<file path="src/rtl/time_keeper_pkg.sv">
// time_keeper_pkg
//   Shared constants, types and helpers for the time_keeper block.
//   - SEC_MAX / MIN_MAX / HOUR_MAX : terminal counts of the three time counters
//   - tk_state_e                   : control FSM state encoding
//   - tk_time_t                    : binary hh:mm:ss bundle used for load values
//   - bin2bcd()                    : two-digit binary-to-BCD conversion (0..99)
package time_keeper_pkg;

  localparam int SEC_MAX  = 59;
  localparam int MIN_MAX  = 59;
  localparam int HOUR_MAX = 23;

  typedef enum logic [1:0] {
    ST_HOLD = 2'd0,
    ST_RUN  = 2'd1,
    ST_LOAD = 2'd2
  } tk_state_e;

  typedef struct packed {
    logic [4:0] hour;
    logic [5:0] min;
    logic [5:0] sec;
  } tk_time_t;

  // Repeated subtraction of ten; the loop is fully unrolled into a small
  // comparator/subtractor chain, which is all that two-digit values need.
  function automatic logic [7:0] bin2bcd(input logic [6:0] bin);
    logic [3:0] tens;
    logic [6:0] rem;
    tens = 4'd0;
    rem  = bin;
    for (int i = 0; i < 9; i++) begin
      if (rem >= 7'd10) begin
        rem  = rem - 7'd10;
        tens = tens + 4'd1;
      end
    end
    return {tens, 4'(rem)};
  endfunction

endpackage

</file>
<file path="src/rtl/time_keeper_if.sv">
// time_keeper_if
//   Load-request handshake between a time setter and time_keeper.
//   - set_valid                  : load request (master -> slave)
//   - set_hour / set_min / set_sec : binary load values (master -> slave)
//   - set_ready                  : request can be accepted this cycle (slave -> master)
//   - set_err                    : one-cycle pulse, out-of-range load rejected (slave -> master)
interface time_keeper_if;

  logic       set_valid;
  logic       set_ready;
  logic [4:0] set_hour;
  logic [5:0] set_min;
  logic [5:0] set_sec;
  logic       set_err;

  modport master (
    output set_valid, set_hour, set_min, set_sec,
    input  set_ready, set_err
  );

  modport slave (
    input  set_valid, set_hour, set_min, set_sec,
    output set_ready, set_err
  );

endinterface

</file>
<file path="src/rtl/time_keeper_mod_counter.sv">
// mod_counter
//   Modulo-(MAX+1) binary counter with synchronous load; instances are
//   chained by feeding one counter's wrap into the next counter's inc.
//   - clk, rst_n : clock, asynchronous active-low reset (value -> 0)
//   - inc        : advance by one this cycle
//   - load       : replace value with load_val (takes priority over inc)
//   - load_val   : value to load; caller guarantees load_val <= MAX
//   - value      : current count
//   - wrap       : combinational, high when an inc takes MAX back to 0
module mod_counter #(
  parameter int W   = 6,
  parameter int MAX = 59
) (
  input  logic         clk,
  input  logic         rst_n,
  input  logic         inc,
  input  logic         load,
  input  logic [W-1:0] load_val,
  output logic [W-1:0] value,
  output logic         wrap
);

  logic [W-1:0] value_q, value_d;
  logic         at_max;

  assign at_max = (value_q == W'(MAX));
  assign wrap   = inc & ~load & at_max;
  assign value  = value_q;

  always_comb begin
    // NOTE: default assignment first so every path through the block drives
    // value_d; a missing else branch would otherwise infer a latch.
    value_d = value_q;
    if (load) begin
      value_d = load_val;
    end else if (inc) begin
      value_d = at_max ? '0 : value_q + 1'b1;
    end
  end

  always_ff @(posedge clk or negedge rst_n) begin
    // NOTE: non-blocking assignments in clocked blocks so every flop samples
    // pre-edge values regardless of statement order.
    if (!rst_n) begin
      value_q <= '0;
    end else begin
      value_q <= value_d;
    end
  end

endmodule

</file>
<file path="src/rtl/time_keeper.sv">
// time_keeper
//   Time-of-day counter advanced by an external 1 Hz square wave, with a
//   validated load port and BCD outputs.
//   - clk_100M      : system clock, all logic on rising edge
//   - sys_rst_n     : asynchronous active-low reset
//   - clk_1Hz_in    : asynchronous 1 Hz square wave; each rising edge is one second
//   - run_en        : 1 = count seconds, 0 = hold time
//   - set_if        : load handshake (set_valid/set_ready/set_hour/min/sec/set_err)
//   - hour_bcd / min_bcd / sec_bcd : two-digit BCD time, tens in [7:4]
//   - pm            : high for hours 12..23
//   - sec_tick      : one-cycle pulse per counted second
//   - day_wrap      : one-cycle pulse on 23:59:59 -> 00:00:00
//   TWELVE_HOUR = 1 shows hour_bcd as 12, 01..11 instead of 00..23.
module time_keeper
  import time_keeper_pkg::*;
#(
  parameter bit TWELVE_HOUR = 1'b0
) (
  input  logic         clk_100M,
  input  logic         sys_rst_n,
  input  logic         clk_1Hz_in,
  input  logic         run_en,
  time_keeper_if.slave set_if,
  output logic [7:0]   hour_bcd,
  output logic [7:0]   min_bcd,
  output logic [7:0]   sec_bcd,
  output logic         pm,
  output logic         sec_tick,
  output logic         day_wrap
);

  // ---------------------------------------------------------------------------
  // 1 Hz input: sync_q[0..1] is the two-flop synchronizer, sync_q[2] holds the
  // previous synchronized sample for edge detection. fill_q marks when all
  // three stages hold real samples, so a clk_1Hz_in that is already high when
  // reset is released does not look like a fresh rising edge.
  // ---------------------------------------------------------------------------
  logic [2:0] sync_q, sync_d;
  logic [2:0] fill_q, fill_d;
  logic       tick;

  always_comb begin
    sync_d = {sync_q[1:0], clk_1Hz_in};
    fill_d = {fill_q[1:0], 1'b1};
  end

  always_ff @(posedge clk_100M or negedge sys_rst_n) begin
    if (!sys_rst_n) begin
      sync_q <= '0;
      fill_q <= '0;
    end else begin
      sync_q <= sync_d;
      fill_q <= fill_d;
    end
  end

  // High for one cycle, two edges after the input rises; the counters and
  // sec_tick register it on the third edge.
  assign tick = sync_q[1] & ~sync_q[2] & fill_q[2];

  // ---------------------------------------------------------------------------
  // Control FSM with registered handshake/status outputs.
  // ---------------------------------------------------------------------------
  tk_state_e  state_q, state_d;
  tk_time_t   load_q, load_d;
  logic       load_ok_q, load_ok_d;
  logic       set_ready_q, set_ready_d;
  logic       set_err_q, set_err_d;
  logic       sec_tick_q, sec_tick_d;
  logic       day_wrap_q, day_wrap_d;

  logic       in_range, accept, inc_sec, do_load;
  logic       sec_wrap, min_wrap, hour_wrap;
  logic [5:0] sec_val, min_val;
  logic [4:0] hour_val;

  assign in_range = (set_if.set_hour <= 5'(HOUR_MAX)) &&
                    (set_if.set_min  <= 6'(MIN_MAX))  &&
                    (set_if.set_sec  <= 6'(SEC_MAX));
  assign accept   = set_if.set_valid & set_ready_q;
  // A tick arriving with an accepted load (or during LOAD) is dropped so the
  // loaded value is exactly what appears afterwards.
  assign inc_sec  = tick & (state_q == ST_RUN) & ~accept;
  assign do_load  = (state_q == ST_LOAD) & load_ok_q;

  always_comb begin
    state_d     = state_q;
    load_d      = load_q;
    load_ok_d   = 1'b0;
    set_ready_d = 1'b1;
    set_err_d   = 1'b0;
    sec_tick_d  = inc_sec;
    day_wrap_d  = hour_wrap;
    case (state_q)
      ST_HOLD, ST_RUN: begin
        if (accept) begin
          state_d     = ST_LOAD;
          load_d      = '{hour: set_if.set_hour, min: set_if.set_min, sec: set_if.set_sec};
          load_ok_d   = in_range;
          set_ready_d = 1'b0;
          set_err_d   = ~in_range;
        end else begin
          state_d = run_en ? ST_RUN : ST_HOLD;
        end
      end
      ST_LOAD: state_d = run_en ? ST_RUN : ST_HOLD;
      default: state_d = ST_HOLD;
    endcase
  end

  always_ff @(posedge clk_100M or negedge sys_rst_n) begin
    if (!sys_rst_n) begin
      state_q     <= ST_HOLD;
      load_q      <= '0;
      load_ok_q   <= 1'b0;
      set_ready_q <= 1'b0;
      set_err_q   <= 1'b0;
      sec_tick_q  <= 1'b0;
      day_wrap_q  <= 1'b0;
    end else begin
      state_q     <= state_d;
      load_q      <= load_d;
      load_ok_q   <= load_ok_d;
      set_ready_q <= set_ready_d;
      set_err_q   <= set_err_d;
      sec_tick_q  <= sec_tick_d;
      day_wrap_q  <= day_wrap_d;
    end
  end

  assign set_if.set_ready = set_ready_q;
  assign set_if.set_err   = set_err_q;
  assign sec_tick         = sec_tick_q;
  assign day_wrap         = day_wrap_q;

  // ---------------------------------------------------------------------------
  // Time counters: sec -> min -> hour chained through wrap.
  // ---------------------------------------------------------------------------
  mod_counter #(.W(6), .MAX(SEC_MAX)) u_sec (
    .clk      (clk_100M),
    .rst_n    (sys_rst_n),
    .inc      (inc_sec),
    .load     (do_load),
    .load_val (load_q.sec),
    .value    (sec_val),
    .wrap     (sec_wrap)
  );

  mod_counter #(.W(6), .MAX(MIN_MAX)) u_min (
    .clk      (clk_100M),
    .rst_n    (sys_rst_n),
    .inc      (sec_wrap),
    .load     (do_load),
    .load_val (load_q.min),
    .value    (min_val),
    .wrap     (min_wrap)
  );

  mod_counter #(.W(5), .MAX(HOUR_MAX)) u_hour (
    .clk      (clk_100M),
    .rst_n    (sys_rst_n),
    .inc      (min_wrap),
    .load     (do_load),
    .load_val (load_q.hour),
    .value    (hour_val),
    .wrap     (hour_wrap)
  );

  // ---------------------------------------------------------------------------
  // Display encoding, combinational from the counter registers.
  // ---------------------------------------------------------------------------
  logic [4:0] hour_disp;

  always_comb begin
    hour_disp = hour_val;
    if (TWELVE_HOUR) begin
      if (hour_val == 5'd0) begin
        hour_disp = 5'd12;
      end else if (hour_val > 5'd12) begin
        hour_disp = hour_val - 5'd12;
      end
    end
  end

  assign hour_bcd = bin2bcd(7'(hour_disp));
  assign min_bcd  = bin2bcd(7'(min_val));
  assign sec_bcd  = bin2bcd(7'(sec_val));
  assign pm       = (hour_val >= 5'd12);

endmodule

</file>
<file path="src/flat_wrapper.sv">
// flat-port wrapper written by rule: the top's interface ports become plain ports
module time_keeper_flat import time_keeper_pkg::*;
#(
  parameter bit TWELVE_HOUR = 1'b0
)
  (clk_100M, sys_rst_n, clk_1Hz_in, run_en, hour_bcd, min_bcd, sec_bcd, pm, sec_tick, day_wrap, set_if_set_valid, set_if_set_hour, set_if_set_min, set_if_set_sec, set_if_set_ready, set_if_set_err);
  time_keeper_if set_if_i ();
  input  logic clk_100M;
  input  logic sys_rst_n;
  input  logic clk_1Hz_in;
  input  logic run_en;
  output logic [7:0] hour_bcd;
  output logic [7:0] min_bcd;
  output logic [7:0] sec_bcd;
  output logic pm;
  output logic sec_tick;
  output logic day_wrap;
  input wire logic [$bits(set_if_i.set_valid)-1:0] set_if_set_valid;
  input wire logic [$bits(set_if_i.set_hour)-1:0] set_if_set_hour;
  input wire logic [$bits(set_if_i.set_min)-1:0] set_if_set_min;
  input wire logic [$bits(set_if_i.set_sec)-1:0] set_if_set_sec;
  output wire logic [$bits(set_if_i.set_ready)-1:0] set_if_set_ready;
  output wire logic [$bits(set_if_i.set_err)-1:0] set_if_set_err;
  assign set_if_i.set_valid = set_if_set_valid;
  assign set_if_i.set_hour = set_if_set_hour;
  assign set_if_i.set_min = set_if_set_min;
  assign set_if_i.set_sec = set_if_set_sec;
  assign set_if_set_ready = set_if_i.set_ready;
  assign set_if_set_err = set_if_i.set_err;
  time_keeper #(.TWELVE_HOUR(TWELVE_HOUR)) u_core (.clk_100M(clk_100M), .sys_rst_n(sys_rst_n), .clk_1Hz_in(clk_1Hz_in), .run_en(run_en), .set_if(set_if_i), .hour_bcd(hour_bcd), .min_bcd(min_bcd), .sec_bcd(sec_bcd), .pm(pm), .sec_tick(sec_tick), .day_wrap(day_wrap));
endmodule
</file>
<file path="config.mk">
export PLATFORM = sky130hd
export DESIGN_NAME = time_keeper_flat
export DESIGN_NICKNAME = d
export VERILOG_FILES = /design/src/rtl/time_keeper_pkg.sv /design/src/rtl/time_keeper_if.sv /design/src/rtl/time_keeper_mod_counter.sv /design/src/rtl/time_keeper.sv /design/src/flat_wrapper.sv
export SDC_FILE = /design/constraint.sdc
export NUM_CORES = 1
export LEC_CHECK = 0
export ABC_AREA = 0
export CAP_MARGIN = 20
export CORE_MARGIN = 2
export CORE_UTILIZATION = 35
export DETAILED_ROUTE_END_ITERATION = 7
export PLACE_DENSITY = 0.56
export SYNTH_ARGS = -nofsm -noshare
export SYNTH_HDL_FRONTEND = slang
export SYNTH_HIERARCHICAL = 1
export SYNTH_SLANG_ARGS = --single-unit
</file>
<file path="constraint.sdc">
create_clock -name clk_100M -period 12.7 [get_ports clk_100M]
set_clock_uncertainty 0.05 [all_clocks]
set_input_delay 1.27 -clock clk_100M [delete_from_list [all_inputs] [get_ports clk_100M]]
set_output_delay 1.27 -clock clk_100M [all_outputs]
set_load 0.02 [all_outputs]
</file>
==> results.json, run 1 <==
{
  "outcome": "completed",
  "syn_nets": 1252,
  "ys_seq_elements": 47,
  "startpoint_type": "register",
  "hold_class": "register to register",
  "clk_pin_slew_worst_paths_ps": 70,
  "dr.first_iter.drc_count": 502,
  "gr-total-overflow": 0,
  "die_w_um": 160,
  "cp-end-kind": "output port",
  "ys.flop_type": "dfrtp_1",
  "synth.cell_area_um2": 8510,
  "rsz0062_at_grt": "yes",
  "dieArea_um2": 25600,
  "drt_wl_total_um": 22100,
  "max_stage_delay_ps": 560,
  "hpwl_um": 17000,
  "crit_type": "register to output port",
  "ant_nets": 0,
  "synth-async-reset-ratio_pct": 100,
  "tightest_slew_ps": 948,
  "synth_cell_type_count": 99,
  "die_height_um": 160,
  "antenna_found_initial": 0,
  "cts.hold.buffers_added": 0,
  "drive_above_1_share_pct": 18.4,
  "vias_per_cell": 5.51,
  "grt_pass1_wl_um": 38300,
  "post_dp_cell_area_um2": 9730,
  "cp_slowest_cell": "or4b_4",
  "dp.cells": 1567,
  "diodes": 0,
  "synthSimpleGateAreaFrac_pct": 29.8,
  "routed-via-count": 8867,
  "grt_max_degree": 48,
  "synth_compound_area_share_pct": 26.8,
  "wl_per_cell_um": 13.7,
  "max-clock-path-buffers": 2,
  "synth_mux_area_share_pct": 7.15,
  "synth_fa_ha_area_share_pct": 8.53,
  "root_buffer": "clkbuf_16",
  "hold_violations": 0,
  "instances_no_fill": 1609,
  "synth-xor-area-share_pct": 8.34,
  "drcViolationCount": 0,
  "cts.sinks": 47,
  "synth_edf_count": 0,
  "crit_path_frequent_cell": "ha_1",
  "avgSynthCellArea_um2": 7.26,
  "seq_area_frac_synth_pct": 13.8,
  "cts_buffers": 5,
  "period_minus_slack_ps": 12180,
  "port_buffers": 50,
  "routabilityCongestion": 0.877,
  "slew_violations": 0,
  "syn_to_final_growth_pct": 23.1,
  "rows": 57,
  "nets": 1364,
  "fin_crit_sh_pct": 95.9,
  "start_util_pct": 35.3,
  "reg2reg_setup_slack_ps": 9000,
  "grt_pass1_vias": 8414,
  "finalInstanceArea_um2": 10500,
  "syn_inst": 1172,
  "worstPathMaxFanout": 5,
  "worst_ep_arrival_time_ps": 10860,
  "relSlewSlack_pct": 36.3,
  "htree_levels": 2,
  "yosysWarnings": 6,
  "cts_tree": "yes",
  "maxCapViolations": 0,
  "io_pins": 51,
  "synth_top_family_by_area": "simple AND/OR/NAND/NOR gates",
  "coreArea_um2": 24100,
  "cp.required_ps": 11380,
  "insertion_delay_ps": 290,
  "max_freq_mhz": 82.1,
  "first_pass_iters": 5,
  "finalSetupViolCount": 0,
  "grt_use_total_pct": 16.9
}
-- placed cells by master (no fill, tap or decap), types with 9 or more instances in the layout --
cell type and count:
nor2b_1 32, o21ai_0 57, and3_1 13, o31ai_1 10
a21oi_1 64, xnor2_1 41, o21ai_1 11, buf_4 95
dfrtp_1 44, o21a_1 14, or2_2 11, nor3_1 34
nor2_1 77, o211ai_1 10, ha_1 54, xor2_1 24
nand2_1 157, clkdlybuf4s50_1 37, nor3b_1 9, mux2_2 21
and2_1 18, nand3_1 27, a211oi_1 14, nand2b_1 23
xnor2_2 10, nand4_1 17, mux2i_1 35, a31oi_1 14
inv_1 60
-- worst paths after layout --
path	startpoint	end	depth (start not counted)
setup / recovery	u_core/u_min/value[1]$_DFFE_PN0P_	min_bcd[5]	53
hold / removal	u_core/fill_q[0]$_DFF_PN0_	u_core/fill_q[1]$_DFF_PN0_	0
setup reg to reg	u_core/set_if.set_ready$_DFF_PN0_	u_core/u_hour/value[3]$_DFFE_PN0P_	11
hold reg to reg	u_core/fill_q[0]$_DFF_PN0_	u_core/fill_q[1]$_DFF_PN0_	0
max in group asynchronous	sys_rst_n	u_core/u_hour/value[1]$_DFFE_PN0P_	2
min in group asynchronous	sys_rst_n	u_core/u_min/value[3]$_DFFE_PN0P_	1
-- routing by layer --
metal | share of wire, % | vias to the layer above | global-route usage [%]
met4 | 0.85 | 0 | 2.54
li1 | - | 4508 | -
met1 | 47 | 4145 | 22.9
met2 | 49 | 191 | 29.8
met3 | 3.6 | 23 | 1.64
met5 | 0 | - | 0
-- logic make-up (layout without fill, tap and decap cells) --
| family | after synthesis | count (layout) |
|---|---|---|
| simple gates | 495 | 495 |
| other cells | 1 | 1 |
| mux | 58 | 58 |
| xor+xnor | 81 | 81 |
| flops | 47 | 47 |
| compound gates | 323 | 323 |
| buf+inv | 109 | 222 |
| fa+ha+maj | 58 | 58 |
-- worst max-delay path: cells and delay by family, from the launching register on --
kind	cells	cell delay (ps)
multiplexers	4	1310
AND/OR/NAND/NOR	21	3920
flip-flops	1	390
buffers and inverters	7	780
adder cells (fa/ha/maj)	9	1780
AO/OA/AOI/OAI	9	1790
XOR/XNOR	3	590
-- cells in the mapped netlist, drive strengths merged, types with 14 or more instances --
cell type | number | area [µm²]
a211oi | 15 | 118
a21oi | 67 | 347
a31oi | 16 | 121
and2 | 19 | 121
and3 | 15 | 93.8
buf | 20 | 133
clkbuf | 21 | 78.8
dfrtp | 47 | 1180
ha | 58 | 726
inv | 67 | 251
mux2 | 22 | 248
mux2i | 36 | 360
nand2 | 160 | 601
nand2b | 23 | 144
nand3 | 31 | 170
nand4 | 17 | 106
nor2 | 85 | 324
nor2b | 39 | 244
nor3 | 36 | 185
o21a | 14 | 105
o21ai | 70 | 350
or2 | 15 | 93.9
xnor2 | 53 | 464
xor2 | 28 | 245
-- state kept, by name, summed over array words and instances, names as in the netlist --
register / cells
u_core/set_if.set_err: 1
u_core/u_sec/value: 6
u_core/fill_q: 3
u_core/load_ok_q: 1
u_core/sync_q: 3
u_core/u_hour/value: 5
u_core/state_q: 2
u_core/day_wrap: 1
u_core/u_min/value: 6
u_core/sec_tick: 1
u_core/set_if.set_ready: 1
u_core/load_q: 17
-- timing repair --
item / 4_1_cts / 5_1_grt
endpoints found under the setup margin: 14 / 21
pin swaps: 7 / 23
buffers inserted: 12 / 21
resized for setup: 33 / 68
-- layout make-up --
class / count / area [µm²]
inverter: 68 / 255
multi-input combinational: 1016 / 7280
clock buffer: 6 / 129
clock inverter: 2 / 12.5
fill: 2477 / 13600
tap: 324 / 405
timing repair buffer: 146 / 1210
sequential: 47 / 1180
-- metrics by stage --
step	worst slack (ps)	utilization [%]	TNS (ps)	hold WS, ps
floorplan	-8.62	-	-8.62	281
global placement	-141	40.3	-336	283
detailed placement	-416	40.3	-1860	287
CTS	-41.2	41.6	-41.2	302
global route	-148	43.4	-917	307
finish	518	43.4	0	301
Power of run 1 is not shown: default switching activity piles up to over one toggle a cycle in this logic, so the estimate is an artifact.
==> run 2: changes to the inputs <==
--- a/config.mk
+++ b/config.mk
@@ -7,6 +7,7 @@
 export LEC_CHECK = 0
 export ABC_AREA = 0
 export CAP_MARGIN = 20
+export CORE_ASPECT_RATIO = 1.75
 export CORE_MARGIN = 2
 export CORE_UTILIZATION = 35
 export DETAILED_ROUTE_END_ITERATION = 7
==> run 2 against run 1 <==
  * Clock-buffer cell count fell by 1
  * Flip-flop and latch count did not move
  * First-iteration DRC count fell by 18%
  * Sequential share of layout area fell by 0.14 points
  * Maximum frequency fell by 0.54%
  * Critical path type unchanged
==> results.json, run 2 (same netlist as run 1, synthesis figures left out) <==
{
  "totalNegativeSetupSlack_ps": 0,
  "drcViolationCount": 0,
  "grt_pass1_vias": 8779,
  "mostFrequentLayoutCells": "nand2_1 (158), buf_4 (111), nor2_1 (77), a21oi_1 (65), inv_1 (60)",
  "finalSetupViolCount": 0,
  "final_common_cell": "nand2_1",
  "insertion_delay_ps": 300,
  "max_freq_mhz": 81.6,
  "routed-via-count": 8933,
  "cts_tree": "yes",
  "grt_max_degree": 48,
  "cts.sinks": 47,
  "wl_per_cell_um": 14.9,
  "largest_register_ffs": 17,
  "cpLargestDelayFamily": "simple AND/OR/NAND/NOR gates",
  "max_stage_delay_ps": 410,
  "clk_pin_slew_worst_paths_ps": 70,
  "first_pass_iters": 5,
  "drt_wl_total_um": 24000,
  "relSlewSlack_pct": 48.8,
  "max-clock-path-buffers": 2,
  "crit_path_frequent_cell": "ha_1",
  "maxCapViolations": 0,
  "routabilityCongestion": 0.916,
  "die_height_um": 210,
  "start_util_pct": 35.6,
  "fin_util_pct": 44.2,
  "rsz0062_at_grt": "yes",
  "io_pins": 51,
  "root_buffer": "clkbuf_16",
  "nets": 1381,
  "period_minus_slack_ps": 12250,
  "cp-end-kind": "output port",
  "tightest_slew_ps": 762,
  "diodes": 0,
  "drive_above_1_share_pct": 19.6,
  "slew_violations": 0,
  "port_buffers": 50,
  "antenna_found_initial": 0,
  "grt_use_total_pct": 18.2,
  "outcome": "completed",
  "worst_ep_arrival_time_ps": 10930,
  "cts_buffers": 5,
  "hold_class": "register to register",
  "coreArea_um2": 23900,
  "grt_pass1_wl_um": 39200,
  "cts.hold.buffers_added": 0,
  "cp.buffers_inverters": 7,
  "syn_to_final_growth_pct": 24.4,
  "dieArea_um2": 25600,
  "rows": 75,
  "gr-total-overflow": 0,
  "hpwl_um": 19300,
  "worstPathMaxFanout": 5,
  "dr.first_iter.drc_count": 411,
  "hold_violations": 0,
  "cp.required_ps": 11380,
  "die_w_um": 122,
  "htree_levels": 2,
  "startpoint_type": "register",
  "fin_crit_sh_pct": 96.4,
  "crit_type": "register to output port",
  "cp_slowest_cell": "dfrtp_1",
  "hold_ws_ps": 303,
  "regMostFlops": "u_core/load_q",
  "ant_nets": 0,
  "vias_per_cell": 5.55
}
[run 2: changes by cell type in the layout (fill, tap and decap cells not counted), moves of 3 or more]
cell,delta
o21ai_2,+3
xnor2_1,+5
buf_4,+16
dlygate4sd2_1,-4
ha_1,-3
xnor2_2,-4
[run 2: worst paths after layout]
| path | from | to | slack [ps] | depth (start not counted) |
|---|---|---|---|---|
| max in group asynchronous | sys_rst_n | u_core/u_min/value[1]$_DFFE_PN0P_ | 11380 | 2 |
| worst min register to register | u_core/fill_q[1]$_DFF_PN0_ | u_core/fill_q[2]$_DFF_PN0_ | 300 | 0 |
| worst max register to register | u_core/set_if.set_ready$_DFF_PN0_ | u_core/u_hour/value[3]$_DFFE_PN0P_ | 8980 | 11 |
| worst max-delay path | u_core/u_sec/value[1]$_DFFE_PN0P_ | sec_bcd[7] | 450 | 57 |
| worst min-delay path | u_core/fill_q[1]$_DFF_PN0_ | u_core/fill_q[2]$_DFF_PN0_ | 300 | 0 |
| min in group asynchronous | sys_rst_n | u_core/u_hour/value[4]$_DFFE_PN0P_ | 760 | 1 |
[run 2: metrics by stage]
step | instance area [µm²] | cells | setup WS [ps]
after floorplan | 8570 | 1172 | -8.62
after global placement | 9910 | 1578 | -128
after detailed placement | 9910 | 1578 | -452
after CTS | 10200 | 1598 | 16.7
after global routing | 10600 | 1610 | -199
final | 10600 | 1610 | 452
[run 2: area by class of cell]
cell class,count,area (µm²)
clock inverter,3,28.8
inverter,68,255
timing repair buffer,163,1350
clock buffer,5,125
sequential,47,1180
multi-input combinational,1016,7260
fill,2418,13300
tap,308,385
[run 2: what timing repair did]
item                       in CTS  in global routing
resized for setup              30                 81
hold endpoints to repair        0                  0
setup buffers                  12                 11
pin swaps                       7                 19
setup endpoints to repair      14                 19
[run 2: metal layers]
| metal | vias to the layer above | track usage (%) | part of all wire, % |
|---|---|---|---|
| met5 | - | 0 | 0 |
| met4 | 0 | 7.53 | 3.6 |
| met3 | 64 | 1.46 | 2.0 |
| met2 | 163 | 36.9 | 56 |
| met1 | 4178 | 18.3 | 38 |
| li1 | 4528 | - | - |
Power of run 2 is left out for the same reason.
